===== src/rtl/capsense_pkg.sv =====
// Shared types and sizing helpers for the capacitive pad scanner.
// Defaults mirror the production build (24 MHz clock, 1.5 MHz sample tick).
package capsense_pkg;

  typedef enum logic [1:0] {
    ST_IDLE  = 2'd0,
    ST_DISCH = 2'd1,
    ST_MEAS  = 2'd2,
    ST_EVAL  = 2'd3
  } state_t;

  function automatic int clog2(input int v);
    int r;
    r = 0;
    for (int i = 0; i < 31; i++) begin
      if ((1 << i) < v) r = i + 1;
    end
    return r;
  endfunction

  // Bits needed to hold every value in 0..v, never less than one.
  function automatic int width_of(input int v);
    return (v < 1) ? 1 : clog2(v + 1);
  endfunction

  function automatic int mod_samp(input int freq_mhz, input int samp_khz);
    return freq_mhz * 1000 / samp_khz;
  endfunction

  localparam int MOD_SAMP   = mod_samp(24, 1500);
  localparam int MOD_SAMP_W = width_of(MOD_SAMP - 1);
  localparam int POLL_CNT_W = width_of(131072 - 1);
  localparam int TICK_CNT_W = width_of(16);
  localparam int DEB_CNT_W  = width_of(2);

endpackage


===== src/rtl/capsense_debounce.sv =====
// One channel: scan-rate debounce, press/release pulses and toggle flop.
// Events and state update the cycle after the upd strobe.
module capsense_debounce
  import capsense_pkg::*;
#(
  parameter int   DEBOUNCE = 2,
  parameter logic TOGGLE   = 1'b0
) (
  input  logic clk,
  input  logic rst,
  input  logic upd,
  input  logic raw,
  output logic deb,
  output logic press,
  output logic rel,
  output logic tog
);

  localparam int CNT_W = width_of(DEBOUNCE);

  logic [CNT_W-1:0] cnt;

  always_ff @(posedge clk) begin
    if (rst) begin
      cnt   <= '0;
      deb   <= 1'b0;
      press <= 1'b0;
      rel   <= 1'b0;
      tog   <= 1'b0;
    end else begin
      press <= 1'b0;
      rel   <= 1'b0;
      if (upd) begin
        if (raw != deb) begin
          // The DEBOUNCE-th consecutive disagreeing scan commits the change.
          if (cnt == CNT_W'(DEBOUNCE - 1)) begin
            cnt   <= '0;
            deb   <= raw;
            press <= raw;
            rel   <= ~raw;
            if (TOGGLE && raw) tog <= ~tog;
          end else begin
            cnt <= cnt + CNT_W'(1);
          end
        end else begin
          cnt <= '0;
        end
      end
    end
  end

endmodule


===== src/rtl/capsense_scanner.sv =====
// Periodic discharge/measure scanner for N capacitive pads with per-channel debounce.
// Events and scan_done_o appear the cycle after EVAL; overrun_o flags a poll arriving mid-scan.
module capsense_scanner
  import capsense_pkg::*;
#(
  parameter int             N           = 4,
  parameter int             FREQUENCY   = 24,
  parameter int             SAMP_KHZ    = 1500,
  parameter int             POLL_TICKS  = 131072,
  parameter int             DISCH_TICKS = 16,
  parameter int             THRESH      = 12,
  parameter int             DEBOUNCE    = 2,
  parameter logic [N-1:0]   TOGGLE_MASK = '0
) (
  input  logic         clk_i,
  input  logic         rst_i,
  input  logic [N-1:0] capsense_i,
  output logic         capsense_oe,
  output logic [N-1:0] buttons_o,
  output logic [N-1:0] press_o,
  output logic [N-1:0] release_o,
  output logic         scan_done_o,
  output logic         overrun_o,
  output logic [N-1:0] debug_o
);

  localparam int DIV_MOD = mod_samp(FREQUENCY, SAMP_KHZ);
  localparam int DIV_W   = width_of(DIV_MOD - 1);
  localparam int POLL_W  = width_of(POLL_TICKS - 1);
  localparam int M_W     = width_of((DISCH_TICKS > THRESH) ? DISCH_TICKS : THRESH);

  logic [N-1:0]      sync1, sync2;
  logic [DIV_W-1:0]  div_cnt;
  logic [POLL_W-1:0] poll_cnt;
  logic [M_W-1:0]    m;
  logic [N-1:0]      risen;
  logic [N-1:0]      deb, tog;
  logic              tick, poll_start, upd;
  state_t            state, state_next;

  always_ff @(posedge clk_i) begin
    if (rst_i) begin
      sync1 <= '0;
      sync2 <= '0;
    end else begin
      sync1 <= capsense_i;
      sync2 <= sync1;
    end
  end

  always_ff @(posedge clk_i) begin
    if (rst_i) begin
      div_cnt <= '0;
    end else if (div_cnt == DIV_W'(DIV_MOD - 1)) begin
      div_cnt <= '0;
    end else begin
      div_cnt <= div_cnt + DIV_W'(1);
    end
  end

  assign tick = (div_cnt == '0) && !rst_i;

  always_ff @(posedge clk_i) begin
    if (rst_i) begin
      poll_cnt <= '0;
    end else if (tick) begin
      poll_cnt <= (poll_cnt == POLL_W'(POLL_TICKS - 1)) ? '0 : poll_cnt + POLL_W'(1);
    end
  end

  assign poll_start = tick && (poll_cnt == '0);
  assign upd        = (state == ST_EVAL);

  always_ff @(posedge clk_i) begin
    if (rst_i) state <= ST_IDLE;
    else       state <= state_next;
  end

  always_comb begin
    state_next  = state;
    capsense_oe = 1'b0;
    debug_o     = '0;
    case (state)
      ST_IDLE: begin
        if (poll_start) state_next = ST_DISCH;
      end
      ST_DISCH: begin
        capsense_oe = 1'b1;
        if (tick && m == M_W'(DISCH_TICKS - 1)) state_next = ST_MEAS;
      end
      ST_MEAS: begin
        debug_o = ~risen;
        if ((&risen) || (tick && m == M_W'(THRESH - 1))) state_next = ST_EVAL;
      end
      ST_EVAL: begin
        state_next = ST_IDLE;
      end
      default: state_next = ST_IDLE;
    endcase
  end

  // m counts sample ticks within DISCH and MEAS; risen latches pads seen high.
  always_ff @(posedge clk_i) begin
    if (rst_i) begin
      m     <= '0;
      risen <= '0;
    end else begin
      case (state)
        ST_IDLE: begin
          if (poll_start) begin
            m     <= '0;
            risen <= '0;
          end
        end
        ST_DISCH: begin
          if (tick) m <= (m == M_W'(DISCH_TICKS - 1)) ? '0 : m + M_W'(1);
        end
        ST_MEAS: begin
          if (tick && !(&risen)) begin
            risen <= risen | sync2;
            m     <= m + M_W'(1);
          end
        end
        default: ;
      endcase
    end
  end

  always_ff @(posedge clk_i) begin
    if (rst_i) begin
      scan_done_o <= 1'b0;
      overrun_o   <= 1'b0;
    end else begin
      scan_done_o <= upd;
      if (poll_start && state != ST_IDLE) overrun_o <= 1'b1;
    end
  end

  for (genvar i = 0; i < N; i++) begin : g_ch
    capsense_debounce #(
      .DEBOUNCE (DEBOUNCE),
      .TOGGLE   (TOGGLE_MASK[i])
    ) u_deb (
      .clk   (clk_i),
      .rst   (rst_i),
      .upd   (upd),
      .raw   (~risen[i]),
      .deb   (deb[i]),
      .press (press_o[i]),
      .rel   (release_o[i]),
      .tog   (tog[i])
    );
    assign buttons_o[i] = TOGGLE_MASK[i] ? tog[i] : deb[i];
  end

endmodule


===== config.mk =====
export PLATFORM = sky130hd
export DESIGN_NAME = capsense_scanner
export DESIGN_NICKNAME = d
export VERILOG_FILES = /design/src/rtl/capsense_pkg.sv /design/src/rtl/capsense_debounce.sv /design/src/rtl/capsense_scanner.sv
export SDC_FILE = /design/constraint.sdc
export NUM_CORES = 1
export LEC_CHECK = 0
export CORE_ASPECT_RATIO = 1.4
export CORE_MARGIN = 2
export CORE_UTILIZATION = 57
export DETAILED_ROUTE_END_ITERATION = 7
export GPL_ROUTABILITY_DRIVEN = 0
export PLACE_DENSITY = 0.77
export SLEW_MARGIN = 20
export SYNTH_ARGS = -nofsm -noshare
export SYNTH_HDL_FRONTEND = slang
export SYNTH_SLANG_ARGS = --single-unit

===== constraint.sdc =====
create_clock -name clk_i -period 2.9 [get_ports clk_i]
set_clock_uncertainty 0.15 [all_clocks]
set_input_delay 0.58 -clock clk_i [delete_from_list [all_inputs] [get_ports clk_i]]
set_output_delay 0.58 -clock clk_i [all_outputs]
set_load 0.01 [all_outputs]

==> results of run 1 <==
==> cell type report <==
type	instances	area share
clock buffer	9	0.0383
clock inverter	7	0.0302
inverter	17	0.0197
multi-input combinational	209	0.413
sequential	62	0.383
tap	64	0.0247
timing repair buffer	31	0.0905
==> sequential cells by signal (all words and copies together) (netlist names) <==
register and count:
scan_done_o 1, g_ch.u_deb.rel 4, risen 4, poll_cnt 17, state 2, g_ch.u_deb.cnt 8
g_ch.u_deb.press 4, sync1 4, m 5, sync2 4, overrun_o 1, g_ch.u_deb.deb 4
div_cnt 4
==> metrics by stage <==
stage                     total power, W  instance area (µm²)
after floorplan                  0.00123                 2760
after global placement           0.00140                 3020
after detailed placement         0.00141                 3020
after CTS                        0.00225                 3240
after global routing             0.00235                 3240
final                            0.00224                 3240
==> placed cells by master, fill, tap and decap left out, types with 6 or more instances in the layout <==
cell and n:
o21ai_0 11, buf_4 7, ha_1 14, nand4_1 7
inv_1 15, dfxtp_1 62, mux2i_1 6, nor2_1 42
clkbuf_8 9, or3_1 6, nand2_1 23, clkdlybuf4s50_1 24
nor2b_1 11, xnor2_1 7, a21oi_1 13, nor3_1 6
==> per-layer routing <==
metal,vias up,wire length (µm),share of wire,GRT usage
met5,-,0,0,0
met4,0,138,0.025,0.127
met3,12,182,0.033,0.0558
met2,45,3040,0.55,0.441
met1,1065,2180,0.39,0.229
li1,1106,-,-,-
==> final timing paths <==
check                            from                   to  cells past startpoint
max             state[0]$_SDFFE_PP0P_           debug_o[3]                      5
min               sync1[2]$_SDFF_PP0_  sync2[2]$_SDFF_PP0_                      1
max reg2reg  poll_cnt[0]$_SDFFE_PP0P_    m[2]$_SDFFE_PP0P_                      7
min reg2reg       sync1[2]$_SDFF_PP0_  sync2[2]$_SDFF_PP0_                      1
==> power breakdown <==
| part | switching, W | leakage (nW) | internal [W] | total (W) |
|---|---|---|---|---|
| registers | 0.0000391 | 0.502 | 0.000887 | 0.000926 |
| logic | 0.000253 | 0.628 | 0.000218 | 0.000471 |
| clock network | 0.000358 | 0.106 | 0.000486 | 0.000844 |
==> kinds of logic after synthesis <==
kind of cell / share of synthesized area
buffers and inverters: 0.0666
AO/OA/AOI/OAI: 0.117
AND/OR/NAND/NOR: 0.247
multiplexers: 0.0217
adder cells (fa/ha/maj): 0.0634
XOR/XNOR: 0.0349
flip-flops: 0.449
==> worst reg2reg max path, cell delays in order, from the launching register on <==
cell     delay, ps
dfxtp_1        350
inv_1           70
ha_1           130
nor4b_1        310
nand2_2        110
o41a_1         450
or4_4          530
o32ai_1        140
==> results by group, run 1 <==
Outcome
  – Run status: finished, final reports clean

Clocking
  – Root Buffer: clkbuf_8
  – Hold_buf cts: 0
  – Maximum clock path buffer count: 2
  – Clock Sinks: 62
  – Post-CTS Resized: 0
  – Worst skew pair latency: 350 ps
  – H-tree levels: 3
  – Reg clk slew, reported paths: 70 ps
  – CTS tree: built
  – Total CTS buffers: 9
  – Post-CTS setup buffer count: 0

Timing
  – Achievable frequency: 382 MHz
  – Max Slew Vio Count: 0
  – Final WS setup: 284 ps
  – Slew margin rel.: 0.628
  – RSZ-0062 raised after global routing: no
  – Setup_tns: 0 ps
  – Final hold violation count: 0
  – # setup viols final: 0
  – Min Tclk post-route: 2620 ps
  – Final worst path period share: 0.902
  – Worst-margin pin slew: 556 ps
  – Hold slack: 285 ps

Die
  – # IOs: 25
  – Horiz. Die Dim: 62.8 µm
  – Die H: 86.4 µm
  – Die area: 5430 µm²
  – Num rows: 30
  – Starting Density: 0.580
  – Core ar.: 4770 µm²

Critical path
  – CP required: 2170 ps
  – Slowest library cell on the worst path: clkdlybuf4s50_1
  – Worst R2R Setup Slack: 560 ps
  – Worst Path Arrival: 1890 ps
  – Crit path cell chain: inv_1, ha_1, inv_2, nor2_1, clkdlybuf4s50_1
  – Critical-path maximum fanout: 9
  – Slowest cell delay on critical path: 550 ps
  – CP Buf/Inv Count: 3
  – Setup CP Type: reg2out
  – CP startpoint kind: flip-flop
  – CP endpoint kind: primary output
  – Largest delay share family, worst path: buffers and inverters

Cells and area
  – Register area: 1240 µm²
  – # fillers: 401
  – Final core utilization: 0.679
  – Footprint of the multi-input gates: 1340 µm²
  – Final #Nets: 350
  – Diode count: 0
  – Finished Layout Cells: 399
  – Synthesis-to-layout area growth: 17.2%
  – Share of cells above drive strength 1: 0.0985

Flow run
  – Maxcap violations: 0

Synth
  – Post-synthesis sequential area ratio: 0.449
  – Largest area contributor in the netlist: dfxtp_1
  – Synthesis-stage register bit count: 62
  – Top cells by area, synth: dfxtp_1 45%, ha_1 6.3%, nor2_1 5.7%, buf_4 3.5%, nand2_1 3.1%
  – Yosys cell types: 44
  – Top post-synthesis cells by count: 62 x dfxtp_1, 42 x nor2_1, 23 x nand2_1
  – Syn_area_per_cell: 9.00 µm²
  – Post-synth EDFFs: 0
  – Post-Syn Nets: 327
  – Main synth FF type: dfxtp_1
  – FFs w/ async S/R, synth: 0
  – Yosys warning count: 0
  – Syn Std Cell Area: 2760 µm²
  – Post-Syn Instances: 307
  – Share of the synthesized area in the top cell type: 0.449
  – Count leader, synth: dfxtp_1

GRT
  – Global-route wire length before repair: 9600 µm
  – Global route total overflow: 0
  – Total track usage: 0.232
  – Largest net degree at the start of global routing: 27
  – Initial antenna violation count: 0
  – Vias in the first global route: 2122

Min path
  – Worst hold-check path type: reg2reg

Pwr
  – P per Cell Area: 692 nW/µm²
  – Leak Pwr: 1.24 nW
  – Peak supply drop: 0.414 mV

Detailed routing
  – Iter 0 DRT Violations: 58
  – Routed via count: 2228
  – ANT nets after route: 0
  – DRC: 0
  – Detailed Routing Iterations Pass 1: 4
  – Via density: 5.58
  – DR WL/cell: 13.9 µm
  – Routed WL: 5550 µm

Placement
  – HPWL after DPL: 3970 µm
  – Number of port buffers: 24
  – Post-Place Cells: 383
  – DP Worst Slack: 101 ps
No activity file was read; power rests on OpenSTA's default activity.
==> run 2: changes to the inputs <==
--- a/config.mk
+++ b/config.mk
@@ -8,6 +8,7 @@
 export CORE_ASPECT_RATIO = 1.4
 export CORE_MARGIN = 2
 export CORE_UTILIZATION = 57
+export CTS_BUF_LIST = sky130_fd_sc_hd__clkbuf_16
 export DETAILED_ROUTE_END_ITERATION = 7
 export GPL_ROUTABILITY_DRIVEN = 0
 export PLACE_DENSITY = 0.77
==> results by group, run 2 (synthesized netlist as in run 1, its figures left out) <==
Pwr
  – Leak Pwr: 1.28 nW (was 1.24 nW)
  – Peak supply drop: 0.524 mV (was 0.414 mV)
  – P per Cell Area: 763 nW/µm² (was 692 nW/µm²)

Clocking
  – Total CTS buffers: 9 (unchanged)
  – Root Buffer: clkbuf_16 (was clkbuf_8)
  – Post-CTS Resized: 0 (unchanged)
  – Hold_buf cts: 0 (unchanged)
  – H-tree levels: 3 (unchanged)
  – Post-CTS setup buffer count: 0 (unchanged)
  – Worst skew pair latency: 330 ps (was 350 ps)
  – Maximum clock path buffer count: 2 (unchanged)
  – CTS tree: built (unchanged)
  – Clock Sinks: 62 (unchanged)
  – Reg clk slew, reported paths: 50 ps (was 70 ps)

Cells and area
  – Synthesis-to-layout area growth: 20.8% (was 17.2%)
  – Commonest non-fill, non-tap cells in the layout: 62 x dfxtp_1, 42 x nor2_1, 24 x clkdlybuf4s50_1, 23 x nand2_1, 15 x inv_1 (unchanged)
  – Diode count: 0 (unchanged)
  – Share of cells above drive strength 1: 0.0985 (unchanged)
  – Most common cell after layout, fill and taps aside: dfxtp_1 (unchanged)
  – Final #Nets: 350 (unchanged)
  – Max FFs per register: 17 (unchanged)
  – Top reg by flops: poll_cnt (unchanged)
  – Registers with the most flip-flops: poll_cnt (17), g_ch.u_deb.cnt (8), m (5) (unchanged)
  – Fin area: 3340 µm² (was 3240 µm²)

Timing
  – Achievable frequency: 383 MHz (was 382 MHz)
  – Setup_tns: 0 ps (unchanged)
  – Final worst path period share: 0.900 (was 0.902)
  – RSZ-0062 raised after global routing: no (unchanged)
  – # setup viols final: 0 (unchanged)
  – Hold slack: 282 ps (was 285 ps)
  – Min Tclk post-route: 2610 ps (was 2620 ps)
  – Slew margin rel.: 0.630 (was 0.628)
  – Final hold violation count: 0 (unchanged)
  – Max Slew Vio Count: 0 (unchanged)
  – Worst-margin pin slew: 553 ps (was 556 ps)

Critical path
  – Worst R2R Setup Slack: 590 ps (was 560 ps)
  – CP required: 2170 ps (about the same)
  – Largest delay share family, worst path: buffers and inverters (unchanged)
  – CP Buf/Inv Count: 3 (unchanged)
  – CP endpoint kind: primary output (unchanged)
  – Worst Path Arrival: 1880 ps (was 1890 ps)
  – Crit path cell chain: inv_1, ha_1, inv_2, nor2_1, clkdlybuf4s50_1 (unchanged)
  – Slowest cell delay on critical path: 550 ps (about the same)
  – Setup CP Type: reg2out (unchanged)
  – Critical-path maximum fanout: 9 (unchanged)
  – Slowest library cell on the worst path: clkdlybuf4s50_1 (unchanged)
  – CP startpoint kind: flip-flop (unchanged)

Detailed routing
  – Routed WL: 5730 µm (was 5550 µm)
  – DR WL/cell: 14.4 µm (was 13.9 µm)
  – ANT nets after route: 0 (unchanged)
  – Iter 0 DRT Violations: 60 (was 58)
  – DRC: 0 (unchanged)
  – Detailed Routing Iterations Pass 1: 4 (unchanged)
  – Via density: 5.56 (was 5.58)
  – Routed via count: 2218 (was 2228)

Placement
  – Post-DP Area: 3020 µm² (unchanged)
  – Number of port buffers: 24 (unchanged)
  – HPWL after DPL: 3970 µm (unchanged)

Flow run
  – Maxcap violations: 0 (unchanged)

GRT
  – Total track usage: 0.242 (was 0.232)
  – Largest net degree at the start of global routing: 27 (unchanged)
  – Vias in the first global route: 2212 (was 2122)
  – Global route total overflow: 0 (unchanged)
  – Global-route wire length before repair: 9930 µm (was 9600 µm)
  – Initial antenna violation count: 0 (unchanged)

Die
  – Die area: 5430 µm² (unchanged)
  – Die H: 86.4 µm (unchanged)
  – Num rows: 30 (unchanged)
  – Starting Density: 0.580 (unchanged)
  – # IOs: 25 (unchanged)
  – Core ar.: 4770 µm² (unchanged)
  – Horiz. Die Dim: 62.8 µm (unchanged)

Outcome
  – Run status: finished, final reports clean (unchanged)

Min path
  – Worst hold-check path type: reg2reg (unchanged)
run 2: changes by cell type in the layout (fill, tap and decap cells not counted):
cell       before  now
clkbuf_8        9    0
clkbuf_16       0    9
run 2: area by class of cell:
class / instances / area, µm²
Sequential cell: 62 / 1240
Fill cell: 385 / 1430
Inverter: 17 / 63.8
Tap cell: 64 / 80.1
Clock buffer: 9 / 225
Clock inverter: 7 / 97.6
Timing Repair Buffer: 31 / 293
Multi-Input combinational cell: 209 / 1340
run 2: routing by layer:
| layer | GRT usage | wire (µm) | up-vias |
|---|---|---|---|
| met5 | 0 | 0 | - |
| met3 | 0.0883 | 202 | 13 |
| met2 | 0.470 | 3210 | 50 |
| met1 | 0.226 | 2200 | 1053 |
| met4 | 0.0990 | 122 | 0 |
| li1 | - | - | 1102 |
run 2: where the power goes:
group / total (W) / switching, W / internal (W)
clock network: 0.00115 / 0.000392 / 0.000753
logic: 0.000472 / 0.000254 / 0.000218
registers: 0.000928 / 0.0000402 / 0.000888
total: 0.00255 / 0.000686 / 0.00186
run 2: path summary, 6_finish.rpt:
check	to	from	depth (start not counted)
worst max register to register	m[2]$_SDFFE_PP0P_	poll_cnt[0]$_SDFFE_PP0P_	7
worst min register to register	sync2[2]$_SDFF_PP0_	sync1[2]$_SDFF_PP0_	1
worst min-delay path	sync2[2]$_SDFF_PP0_	sync1[2]$_SDFF_PP0_	1
worst max-delay path	debug_o[3]	state[0]$_SDFFE_PP0P_	5
run 2: stage by stage:
| step | power (W) | setup slack, ps | cells | utilization |
|---|---|---|---|---|
| 2_1_floorplan | 0.00123 | 311 | 307 | - |
| 3_3_place_gp | 0.00140 | 145 | 383 | 0.633 |
| 3_5_place_dp | 0.00141 | 101 | 383 | 0.633 |
| 6_report | 0.00255 | 290 | 399 | 0.700 |
| 4_1_cts | 0.00256 | 293 | 399 | 0.700 |
| 5_1_grt | 0.00267 | 158 | 399 | 0.700 |
run 2: worst reg2reg max path: stages (launching register included):
cell,delay [ps]
dfxtp_1,340
inv_1,70
ha_1,130
nor4b_1,290
nand2_2,110
o41a_1,450
or4_4,530
o32ai_1,130
==> run 3: changes to the inputs <==
--- a/config.mk
+++ b/config.mk
@@ -8,10 +8,10 @@
 export CORE_ASPECT_RATIO = 1.4
 export CORE_MARGIN = 2
 export CORE_UTILIZATION = 57
-export CTS_BUF_LIST = sky130_fd_sc_hd__clkbuf_16
 export DETAILED_ROUTE_END_ITERATION = 7
 export GPL_ROUTABILITY_DRIVEN = 0
 export PLACE_DENSITY = 0.77
+export REMOVE_ABC_BUFFERS = 1
 export SLEW_MARGIN = 20
 export SYNTH_ARGS = -nofsm -noshare
 export SYNTH_HDL_FRONTEND = slang
==> results by group, run 3 (synthesized netlist as in run 1, its figures left out) <==
Die
  – Core ar.: 4770 µm² (unchanged)
  – Die H: 86.4 µm (unchanged)
  – Starting Density: 0.580 (unchanged)
  – Die area: 5430 µm² (unchanged)
  – # IOs: 25 (unchanged)
  – Num rows: 30 (unchanged)
  – Horiz. Die Dim: 62.8 µm (unchanged)

Cells and area
  – # fillers: 408 (was 385)
  – Share of cells above drive strength 1: 0.0928 (was 0.0985)
  – Fin area: 3220 µm² (was 3340 µm²)
  – Most common cell after layout, fill and taps aside: dfxtp_1 (unchanged)
  – Final #Nets: 349 (was 350)
  – Diode count: 0 (unchanged)
  – Top reg by flops: poll_cnt (unchanged)
  – Max FFs per register: 17 (unchanged)
  – Commonest non-fill, non-tap cells in the layout: 62 x dfxtp_1, 42 x nor2_1, 24 x clkdlybuf4s50_1, 23 x nand2_1, 15 x inv_1 (unchanged)
  – Synthesis-to-layout area growth: 16.6% (was 20.8%)
  – Registers with the most flip-flops: poll_cnt (17), g_ch.u_deb.cnt (8), m (5) (unchanged)

Detailed routing
  – ANT nets after route: 0 (unchanged)
  – Iter 0 DRT Violations: 160 (was 60)
  – Routed WL: 5300 µm (was 5730 µm)
  – Via density: 5.50 (was 5.56)
  – Detailed Routing Iterations Pass 1: 4 (unchanged)
  – Routed via count: 2188 (was 2218)
  – DR WL/cell: 13.3 µm (was 14.4 µm)
  – Met1 WL: 2130 µm (was 2200 µm)
  – Routed length on met3: 149 µm (was 202 µm)
  – DRC: 0 (unchanged)
  – Met2 routed WL: 2860 µm (was 3210 µm)
  – Uppermost layer routed: met4 (unchanged)

Timing
  – Min Tclk post-route: 2620 ps (was 2610 ps)
  – # setup viols final: 0 (unchanged)
  – Final worst path period share: 0.904 (was 0.900)
  – Max Slew Vio Count: 0 (unchanged)
  – Setup_tns: 0 ps (unchanged)
  – RSZ-0062 raised after global routing: no (unchanged)
  – Slew margin rel.: 0.613 (was 0.630)
  – Final hold violation count: 0 (unchanged)
  – Worst-margin pin slew: 575 ps (was 553 ps)
  – Achievable frequency: 381 MHz (was 383 MHz)

Critical path
  – CP endpoint kind: primary output (unchanged)
  – Critical-path maximum fanout: 9 (unchanged)
  – CP startpoint kind: flip-flop (unchanged)
  – Setup CP Type: reg2out (unchanged)
  – CP required: 2170 ps (about the same)
  – Worst Path Arrival: 1890 ps (was 1880 ps)

Outcome
  – Run status: finished, final reports clean (unchanged)

Flow run
  – Maxcap violations: 0 (unchanged)

Placement
  – Post-DP Area: 3010 µm² (was 3020 µm²)
  – Number of port buffers: 24 (unchanged)
  – HPWL after DPL: 3850 µm (was 3970 µm)

Pwr
  – P per Cell Area: 683 nW/µm² (was 763 nW/µm²)
  – Peak supply drop: 0.415 mV (was 0.524 mV)
  – Leak Pwr: 1.23 nW (was 1.28 nW)

Clocking
  – Post-CTS setup buffer count: 0 (unchanged)
  – Total CTS buffers: 9 (unchanged)
  – CTS tree: built (unchanged)
  – Root Buffer: clkbuf_8 (was clkbuf_16)
  – H-tree levels: 3 (unchanged)
  – Worst skew pair latency: 350 ps (was 330 ps)
  – Clock Sinks: 62 (unchanged)
  – Maximum clock path buffer count: 2 (unchanged)
  – Hold_buf cts: 0 (unchanged)
  – Reg clk slew, reported paths: 70 ps (was 50 ps)
  – Post-CTS Resized: 0 (unchanged)

GRT
  – Initial antenna violation count: 0 (unchanged)
  – Largest net degree at the start of global routing: 27 (unchanged)
  – Global route total overflow: 0 (unchanged)
  – Vias in the first global route: 2116 (was 2212)
  – Total track usage: 0.218 (was 0.242)
  – Global-route wire length before repair: 9160 µm (was 9930 µm)

Min path
  – Worst hold-check path type: reg2reg (unchanged)
==> run 3: worst paths after layout <==
kind	startpoint	slack (ps)	cells after the start	end
min	sync1[2]$_SDFF_PP0_	290	1	sync2[2]$_SDFF_PP0_
max reg2reg	poll_cnt[0]$_SDFFE_PP0P_	470	9	m[4]$_SDFFE_PP0P_
max	state[0]$_SDFFE_PP0P_	280	5	debug_o[2]
min reg2reg	sync1[2]$_SDFF_PP0_	290	1	sync2[2]$_SDFF_PP0_
==> run 3: worst max-delay path, stage by stage, from the launching register on <==
cell             delay, ps
dfxtp_1                360
inv_1                  120
ha_1                   260
inv_2                  120
nor2_1                 130
clkdlybuf4s50_1        560
==> run 3: per-layer routing <==
layer  track usage  up-vias
li1              -     1106
met1         0.228     1027
met2         0.404       44
met3        0.0519       11
met4         0.115        0
met5             0        -
==> run 3: final cells by class <==
class,instances,area (µm²),area share
Multi-Input combinational cell,209,1340,0.415
Tap cell,64,80.1,0.0249
Clock inverter,6,86.3,0.0268
Clock buffer,10,128,0.0396
Inverter,17,63.8,0.0198
Timing Repair Buffer,30,285,0.0885
Sequential cell,62,1240,0.385
==> run 3: power by group <==
| part | total, W | switching (W) | internal [W] |
|---|---|---|---|
| sequential | 0.000925 | 0.0000380 | 0.000887 |
| clock | 0.000818 | 0.000336 | 0.000482 |
| combinational | 0.000458 | 0.000248 | 0.000210 |
==> run 3: per-stage QoR <==
stage	worst slack, ps	utilization	cells	power [W]	hold slack, ps
after floorplan	226	-	288	0.00122	264
after global placement	160	0.631	382	0.00139	272
after detailed placement	88.9	0.631	382	0.00140	272
after CTS	253	0.676	398	0.00221	288
after global routing	170	0.676	398	0.00230	307
final	277	0.676	398	0.00220	286
